$ cat src/rtl/hpi_xfer_ctrl.sv
// hpi_xfer_ctrl
// Drives a host-port-interface (HPI) chip with a chip-reset hold sequence
// followed by single-word or burst register transfers.
// Each word runs SETUP_CYC setup cycles, STROBE_CYC strobe cycles and
// HOLD_CYC hold cycles.
//
// Optional feature: define HPI_BURST_EN to enable multi-word bursts.
// When it is undefined, every request is exactly one word, req_len is
// ignored and wr_ready stays low.
//
// Ports
//   clk_clk, reset_reset              clock, synchronous active-high reset
//   req_valid/req_ready               request handshake
//   req_write, req_port, req_len      request fields (len 0 means 1 word)
//   wr_data / wr_ready                write word in, consume pulse per next word
//   rd_data / rd_valid                captured read word, one-cycle valid pulse
//   busy, done                        activity flag, one-cycle completion pulse
//   hpi_addr, hpi_data_out,
//   hpi_data_in, hpi_r_n, hpi_w_n,
//   hpi_cs_n, hpi_rst_n               chip pins (strobes active low)
module hpi_xfer_ctrl #(
    parameter int DATA_W     = 16,
    parameter int LEN_W      = 5,
    parameter int SETUP_CYC  = 2,
    parameter int STROBE_CYC = 4,
    parameter int HOLD_CYC   = 2,
    parameter int RST_CYC    = 16
) (
    input  logic              clk_clk,
    input  logic              reset_reset,
    input  logic              req_valid,
    output logic              req_ready,
    input  logic              req_write,
    input  logic [1:0]        req_port,
    input  logic [LEN_W-1:0]  req_len,
    input  logic [DATA_W-1:0] wr_data,
    output logic              wr_ready,
    output logic [DATA_W-1:0] rd_data,
    output logic              rd_valid,
    output logic              busy,
    output logic              done,
    output logic [1:0]        hpi_addr,
    output logic [DATA_W-1:0] hpi_data_out,
    input  logic [DATA_W-1:0] hpi_data_in,
    output logic              hpi_r_n,
    output logic              hpi_w_n,
    output logic              hpi_cs_n,
    output logic              hpi_rst_n
);

    localparam int PH_MAX = (SETUP_CYC > STROBE_CYC) ?
                            ((SETUP_CYC > HOLD_CYC) ? SETUP_CYC : HOLD_CYC) :
                            ((STROBE_CYC > HOLD_CYC) ? STROBE_CYC : HOLD_CYC);
    localparam int PH_W   = $clog2(PH_MAX + 1);
    localparam int RST_W  = $clog2(RST_CYC + 1);

    typedef enum logic [2:0] {
        RST_HOLD,
        IDLE,
        SETUP,
        STROBE,
        HOLD
    } state_t;

    state_t             state, state_nx;
    logic [PH_W-1:0]    ph_cnt;
    logic [RST_W-1:0]   rst_cnt;
    logic               write_q;
    logic               phase_last;
    logic               rst_last;
    logic               accept;
    logic               last_word;

    assign accept   = (state == IDLE) && req_valid;
    assign rst_last = (rst_cnt == RST_W'(RST_CYC - 1));

    always_comb begin
        phase_last = 1'b0;
        case (state)
            SETUP:   phase_last = (ph_cnt == PH_W'(SETUP_CYC - 1));
            STROBE:  phase_last = (ph_cnt == PH_W'(STROBE_CYC - 1));
            HOLD:    phase_last = (ph_cnt == PH_W'(HOLD_CYC - 1));
            default: phase_last = 1'b0;
        endcase
    end

`ifdef HPI_BURST_EN
    logic [LEN_W-1:0] rem_q;

    // Remaining words including the one in flight; saturates at zero.
    always_ff @(posedge clk_clk) begin
        if (reset_reset) begin
            rem_q <= '0;
        end else if (accept) begin
            rem_q <= (req_len == '0) ? LEN_W'(1) : req_len;
        end else if (state == HOLD && phase_last && rem_q != '0) begin
            rem_q <= rem_q - 1'b1;
        end
    end

    assign last_word = (rem_q == LEN_W'(1));
`else
    logic unused_len;
    assign unused_len = ^req_len;
    assign last_word  = 1'b1;
`endif

    // State register
    always_ff @(posedge clk_clk) begin
        if (reset_reset) begin
            state <= RST_HOLD;
        end else begin
            state <= state_nx;
        end
    end

    // Next-state logic
    always_comb begin
        state_nx = state;
        case (state)
            RST_HOLD: if (rst_last)   state_nx = IDLE;
            IDLE:     if (req_valid)  state_nx = SETUP;
            SETUP:    if (phase_last) state_nx = STROBE;
            STROBE:   if (phase_last) state_nx = HOLD;
            HOLD:     if (phase_last) state_nx = last_word ? IDLE : SETUP;
            default:  state_nx = RST_HOLD;
        endcase
    end

    // Output decode
    always_comb begin
        req_ready = (state == IDLE);
        busy      = (state != IDLE);
        hpi_rst_n = (state != RST_HOLD);
        hpi_cs_n  = !(state == SETUP || state == STROBE || state == HOLD);
        hpi_w_n   = !(state == STROBE && write_q);
        hpi_r_n   = !(state == STROBE && !write_q);
`ifdef HPI_BURST_EN
        wr_ready  = (state == HOLD) && phase_last && write_q && !last_word;
`else
        wr_ready  = 1'b0;
`endif
    end

    // Counters, latched request fields and registered pulses
    always_ff @(posedge clk_clk) begin
        if (reset_reset) begin
            rst_cnt      <= '0;
            ph_cnt       <= '0;
            write_q      <= 1'b0;
            hpi_addr     <= '0;
            hpi_data_out <= '0;
            rd_data      <= '0;
            rd_valid     <= 1'b0;
            done         <= 1'b0;
        end else begin
            rd_valid <= 1'b0;
            done     <= 1'b0;

            if (state == RST_HOLD && !rst_last) begin
                rst_cnt <= rst_cnt + 1'b1;
            end

            if (state == SETUP || state == STROBE || state == HOLD) begin
                ph_cnt <= phase_last ? '0 : ph_cnt + 1'b1;
            end else begin
                ph_cnt <= '0;
            end

            if (accept) begin
                write_q      <= req_write;
                hpi_addr     <= req_port;
                hpi_data_out <= req_write ? wr_data : '0;
            end

            // Read data is taken only on the edge that ends the strobe.
            if (state == STROBE && phase_last && !write_q) begin
                rd_data  <= hpi_data_in;
                rd_valid <= 1'b1;
            end

            // The next burst word is taken on the same edge wr_ready is high.
            if (state == HOLD && phase_last) begin
                if (last_word) begin
                    done <= 1'b1;
                end else if (write_q) begin
                    hpi_data_out <= wr_data;
                end
            end
        end
    end

endmodule

$ cat config.mk
export PLATFORM = sky130hd
export DESIGN_NAME = hpi_xfer_ctrl
export DESIGN_NICKNAME = d
export VERILOG_FILES = /design/src/rtl/hpi_xfer_ctrl.sv
export SDC_FILE = /design/constraint.sdc
export NUM_CORES = 1
export LEC_CHECK = 0
export BUFFER_PORTS_ARGS = -buffer_cell sky130_fd_sc_hd__buf_4
export CAP_MARGIN = 20
export CORE_ASPECT_RATIO = 1.25
export CORE_UTILIZATION = 36
export CTS_CLUSTER_DIAMETER = 100
export CTS_CLUSTER_SIZE = 12
export DETAILED_ROUTE_END_ITERATION = 7
export GPL_TIMING_DRIVEN = 0
export HOLD_SLACK_MARGIN = 0.03
export SYNTH_ARGS = -nofsm -noshare
export SYNTH_HDL_FRONTEND = slang
export SYNTH_SLANG_ARGS = --single-unit
$ cat constraint.sdc
create_clock -name clk_clk -period 2.5 [get_ports clk_clk]
set_input_delay 0 -clock clk_clk [delete_from_list [all_inputs] [get_ports clk_clk]]
set_output_delay 0 -clock clk_clk [all_outputs]
set_load 0.05 [all_outputs]
Word-level counts from Yosys, hierarchy flattened
Cells that the tools add are included.
{ "word_totals": {"elab_cells": 54, "inputBits": 43, "register_bits": 48} }
{ "op_classes": {"mux": 10, "n_bitwise": 1, "n_reduce_logical": 19, "n_eq_ne": 13, "add_sub_neg": 2} }
{ "ops": {"columns": ["operator", "n"], "rows": [
  ["16-bit 2-to-1 mux", 1],
  ["3-bit 2-to-1 mux", 5],
  ["3-bit one-hot mux with 5 select lines", 1],
  ["2-bit inequality test, second input constant", 5],
  ["3-bit by 2-bit equality test with 1-bit output, second input constant", 3],
  ["1-bit logical AND", 7],
  ["3-bit by 1-bit equality test with 1-bit output, second input constant", 2],
  ["5-bit by 1-bit adder with 5-bit output, second input constant", 1],
  ["5-bit by 4-bit equality test with 1-bit output, second input constant", 1],
  ["1-bit logical NOT", 5],
  ["5-bit AND reduction", 1],
  ["3-bit by 1-bit adder with 3-bit output, second input constant", 1],
  ["3-bit equality test, second input constant", 1],
  ["3-bit logical NOT", 1],
  ["3-bit by 1-bit inequality test with 1-bit output, second input constant", 1],
  ["3-bit nonzero test", 1],
  ["3-bit OR reduction", 1],
  ["1-bit logical OR", 2],
  ["1-bit 2-to-1 mux", 2],
  ["1-bit one-hot mux with 2 select lines", 1],
  ["2-bit OR reduction", 1],
  ["1-bit NOT", 1]
]} }

Depth between registers and ports, before layout
{ "logic_depth": {"depth_word": 6, "mapped_depth": 6, "mapped_depth_nobuf": 6} }

Worst setup path after synthesis
No wires, ideal clock.
{ "synth_timing": {"kind": "register -> register", "start": "reg rst_cnt[0]", "end": "reg rst_cnt[3]", "path_buffers": 0, "required_ns": 2.430, "t_arrival_ns": 1.779, "slack_ns": 0.650, "setup_time_ns": 0.070, "stages_incl_launch_ff": 7, "period_less_slack_ns": 1.850, "path_cell_list": "dfxtp_1 ha_1 and3_1 ha_1 or4_4 or3_1 a21oi_1"} }
{ "synth_via": {"elab_chain_cells": 3, "elab_cells_between_ends": 4, "classes_between": "add/sub: 1; eq/ne: 1; reduce/logical: 2"} }
{ "synth_rtl": {"columns": ["element", "line_no", "source"], "rows": [
  ["start, declared", "67", "logic [RST_W-1:0] rst_cnt;"],
  ["start signal, assigned", "161", "rst_cnt <= rst_cnt + 1'b1;"],
  ["parallel branches: the longest is 3 deep, another holds 5-bit by 1-bit adder with 5-bit output", null, null]
]} }
Several ways; the timed one is not identified.
A chain may end at the register's enable or synchronous reset.

Worst setup path after layout
Ends and elaborated chain as after synthesis.

==> metrics.txt <==
die height=85.7 um; post-route clock skew=0.00614 ns; CTS tree=built; GRT Util Overall=17.6%; number of synthesized flops with an enable pin=0; Hold WC Path Type=input pin to flip-flop; Critical Path Start Type=flip-flop; Lkg Pwr=1.32 nW; Fillers=493; ANT nets after route=0; post-CTS sizing=0; sequential area share after synthesis=47.6%; Fin Setup TNS=0 ns; Setup Fix Bufs, Post-CTS=0; Max-Cap Viols=0; nets@finish=401; Detail Placement HPWL=3670 um; count of final setup violators=0; clock sink count=48; RSZ-0062 raised after global routing=false; Initial DRC Count=40; CP Class=flip-flop to flip-flop; Reg2Reg Launch Point=rst_cnt[0]; initial antenna violation count=0; Worst Max-Slew Pin Slew=0.512 ns; Site Rows=30; DIE WIDTH=69.0 um; top_reg_cell synth=dfxtp_1; final WL=5160 um; syn nets=281; max-slew violations=0; CTS max path bufs=2; latest clock arrival within the worst-skew pair=0.30 ns; RePlAce Congestion=0.739; Post-Synthesis Cells=235; Seq cells post-synth=48; Residual DRC=0; num ports=86; ant diodes=0; fin crit share=78.9%; fmax=0.507 GHz; CTS clock-pin slew for the worst setup and hold paths=0.08 ns; Initial Utilization=37.4%; RR Endpoint=rst_cnt[3]; fin crit period=1.97 ns; Worst Setup End Kind=flip-flop; register area=961 um2; YS warnings=0; Yosys cell types=39; Final Hold Viols=0; R2R depth=6; Via Count=1997; H-tree depth=2; Port Buffers=78; status=complete, no violations; WHS Path Cells=3; critical path fanouts, max=5; Wirelength per Cell=12.3 um; Async S/R FF share, synth=0%; core box area=5410 um2; Req. time, crit path=2.73 ns; router iterations before antenna repair=4; clock root buffer=clkbuf_8; largest net degree at the start of global routing=15; CTS Hold Buffers Added=35; multi-input logic area=945 um2; global-route wire length before repair=7960 um; Max-slew headroom=65.4%; Syn Area/Cell=8.59 um2; Area Overhead vs Synth=55.0%; die area=5910 um2; global-route congestion overflow total=0; cell area after synthesis=2020 um2; layout cells sized above 1=27.2%; maximum vdd ir drop=0.317 mV; Via density=4.75; vias in the first global route=1880; Critical Path AT=2.20 ns; Core Util, Final=57.9%; total CTS buffers=5; Worst Hold Path EP=state[1]; reg2reg setup slack=0.53 ns; WHS=0.0688 ns; hold_sp=req_valid; Power Dens Cells=441 nW/um2
-- synthesized netlist by cell type (2+ instances only) --
cell type | count | area [um2]
nor3_1 | 3 | 15.0
nor2b_1 | 2 | 12.5
ha_1 | 3 | 37.5
dfxtp_1 | 48 | 961
o21ai_0 | 4 | 20.0
nand3_1 | 18 | 90.1
or3_1 | 3 | 18.8
mux2i_1 | 16 | 160
buf_4 | 4 | 30.0
xnor2_1 | 3 | 26.3
a21oi_1 | 26 | 130
nor2_1 | 5 | 18.8
clkbuf_1 | 8 | 30.0
inv_1 | 4 | 15.0
nor3b_1 | 2 | 15.0
xor2_1 | 2 | 17.5
nand2b_1 | 2 | 12.5
nor4b_1 | 2 | 17.5
nand2_1 | 57 | 214
buf_2 | 4 | 20.0
-- how the worst max path moves through the flow --
| stage | endpoint | cells after the start | startpoint |
|---|---|---|---|
| after floorplan | rst_cnt[3] | 6 | rst_cnt[0] |
| after global placement | rst_cnt[3] | 6 | rst_cnt[0] |
| after detailed placement | rst_cnt[3] | 6 | rst_cnt[0] |
| after CTS | rst_cnt[3] | 6 | rst_cnt[0] |
| after global routing | rst_cnt[3] | 6 | rst_cnt[0] |
| final | rst_cnt[3] | 6 | rst_cnt[0] |
-- layout make-up --
cell class / instances / share of cell area (%)
sequential: 48 / 30.7
buffer: 18 / 3.04
clock buffer: 7 / 2.76
multi-input combinational: 164 / 30.2
clock inverter: 1 / 0.240
tap: 64 / 2.56
timing repair buffer: 113 / 29.9
inverter: 5 / 0.600
-- critical path, cell delays in order, from the launching register on --
cell and delay (ns):
dfxtp_1 0.34, ha_1 0.21, and3_1 0.18, ha_1 0.21, or4_4 0.46, or3_1 0.36, a21oi_1 0.14
-- logic make-up after synthesis --
| family | after synthesis | share of synthesized area, % |
|---|---|---|
| AND/OR/NAND/NOR | 103 | 24.6 |
| flip-flops | 48 | 47.6 |
| AO/OA/AOI/OAI | 36 | 10.0 |
| buffers and inverters | 23 | 5.64 |
| multiplexers | 16 | 7.93 |
| XOR/XNOR | 5 | 2.17 |
| adder cells (fa/ha/maj) | 3 | 1.86 |
| other | 1 | 0.186 |
-- layer usage --
metal  share of wire [%]  global-route usage (%)
met5                   0                       0
met4                 1.1                    5.01
met3                 6.7                    5.45
met2                  50                    32.5
met1                  42                    18.2
-- state kept, by name, summed over array words and instances (netlist names) --
signal        flops
hpi_data_out     16
rd_data          16
rst_cnt           5
ph_cnt            3
state             3
hpi_addr          2
done              1
rd_valid          1
write_q           1
-- placed cells by master, fill, tap and decap left out, types with 2 or more instances in the layout --
| cell | synthesis | layout |
|---|---|---|
| ha_1 | 3 | 3 |
| nor4b_1 | 2 | 2 |
| nor2b_1 | 2 | 2 |
| dfxtp_1 | 48 | 48 |
| nand2b_1 | 2 | 2 |
| o21ai_0 | 4 | 4 |
| xnor2_1 | 3 | 3 |
| clkbuf_1 | 8 | 9 |
| buf_4 | 4 | 82 |
| inv_1 | 4 | 4 |
| nor3b_1 | 2 | 2 |
| xor2_1 | 2 | 2 |
| nand2_1 | 57 | 57 |
| mux2i_1 | 16 | 16 |
| dlygate4sd3_1 | 0 | 35 |
| clkbuf_8 | 0 | 6 |
| a21oi_1 | 26 | 26 |
| buf_2 | 4 | 4 |
| or3_1 | 3 | 3 |
| nor3_1 | 3 | 3 |
| nor2_1 | 5 | 5 |
| nand3_1 | 18 | 18 |
-- metrics by stage --
stage	std cells	setup WS [ns]	power [mW]	instance area, um2
2_1_floorplan	235	0.650	0.823	2020
3_3_place_gp	377	0.578	0.878	2690
3_5_place_dp	377	0.528	0.879	2690
4_1_cts	420	0.522	1.40	3130
5_1_grt	420	0.433	1.44	3130
6_report	420	0.527	1.38	3130
-- power breakdown --
| group | total [mW] | switching (mW) | internal (mW) |
|---|---|---|---|
| Combinational | 0.132 | 0.0491 | 0.0829 |
| Sequential | 0.772 | 0.00370 | 0.768 |
| Clock | 0.476 | 0.251 | 0.225 |
| Total | 1.38 | 0.303 | 1.08 |
No activity file was read; power rests on OpenSTA's default activity.
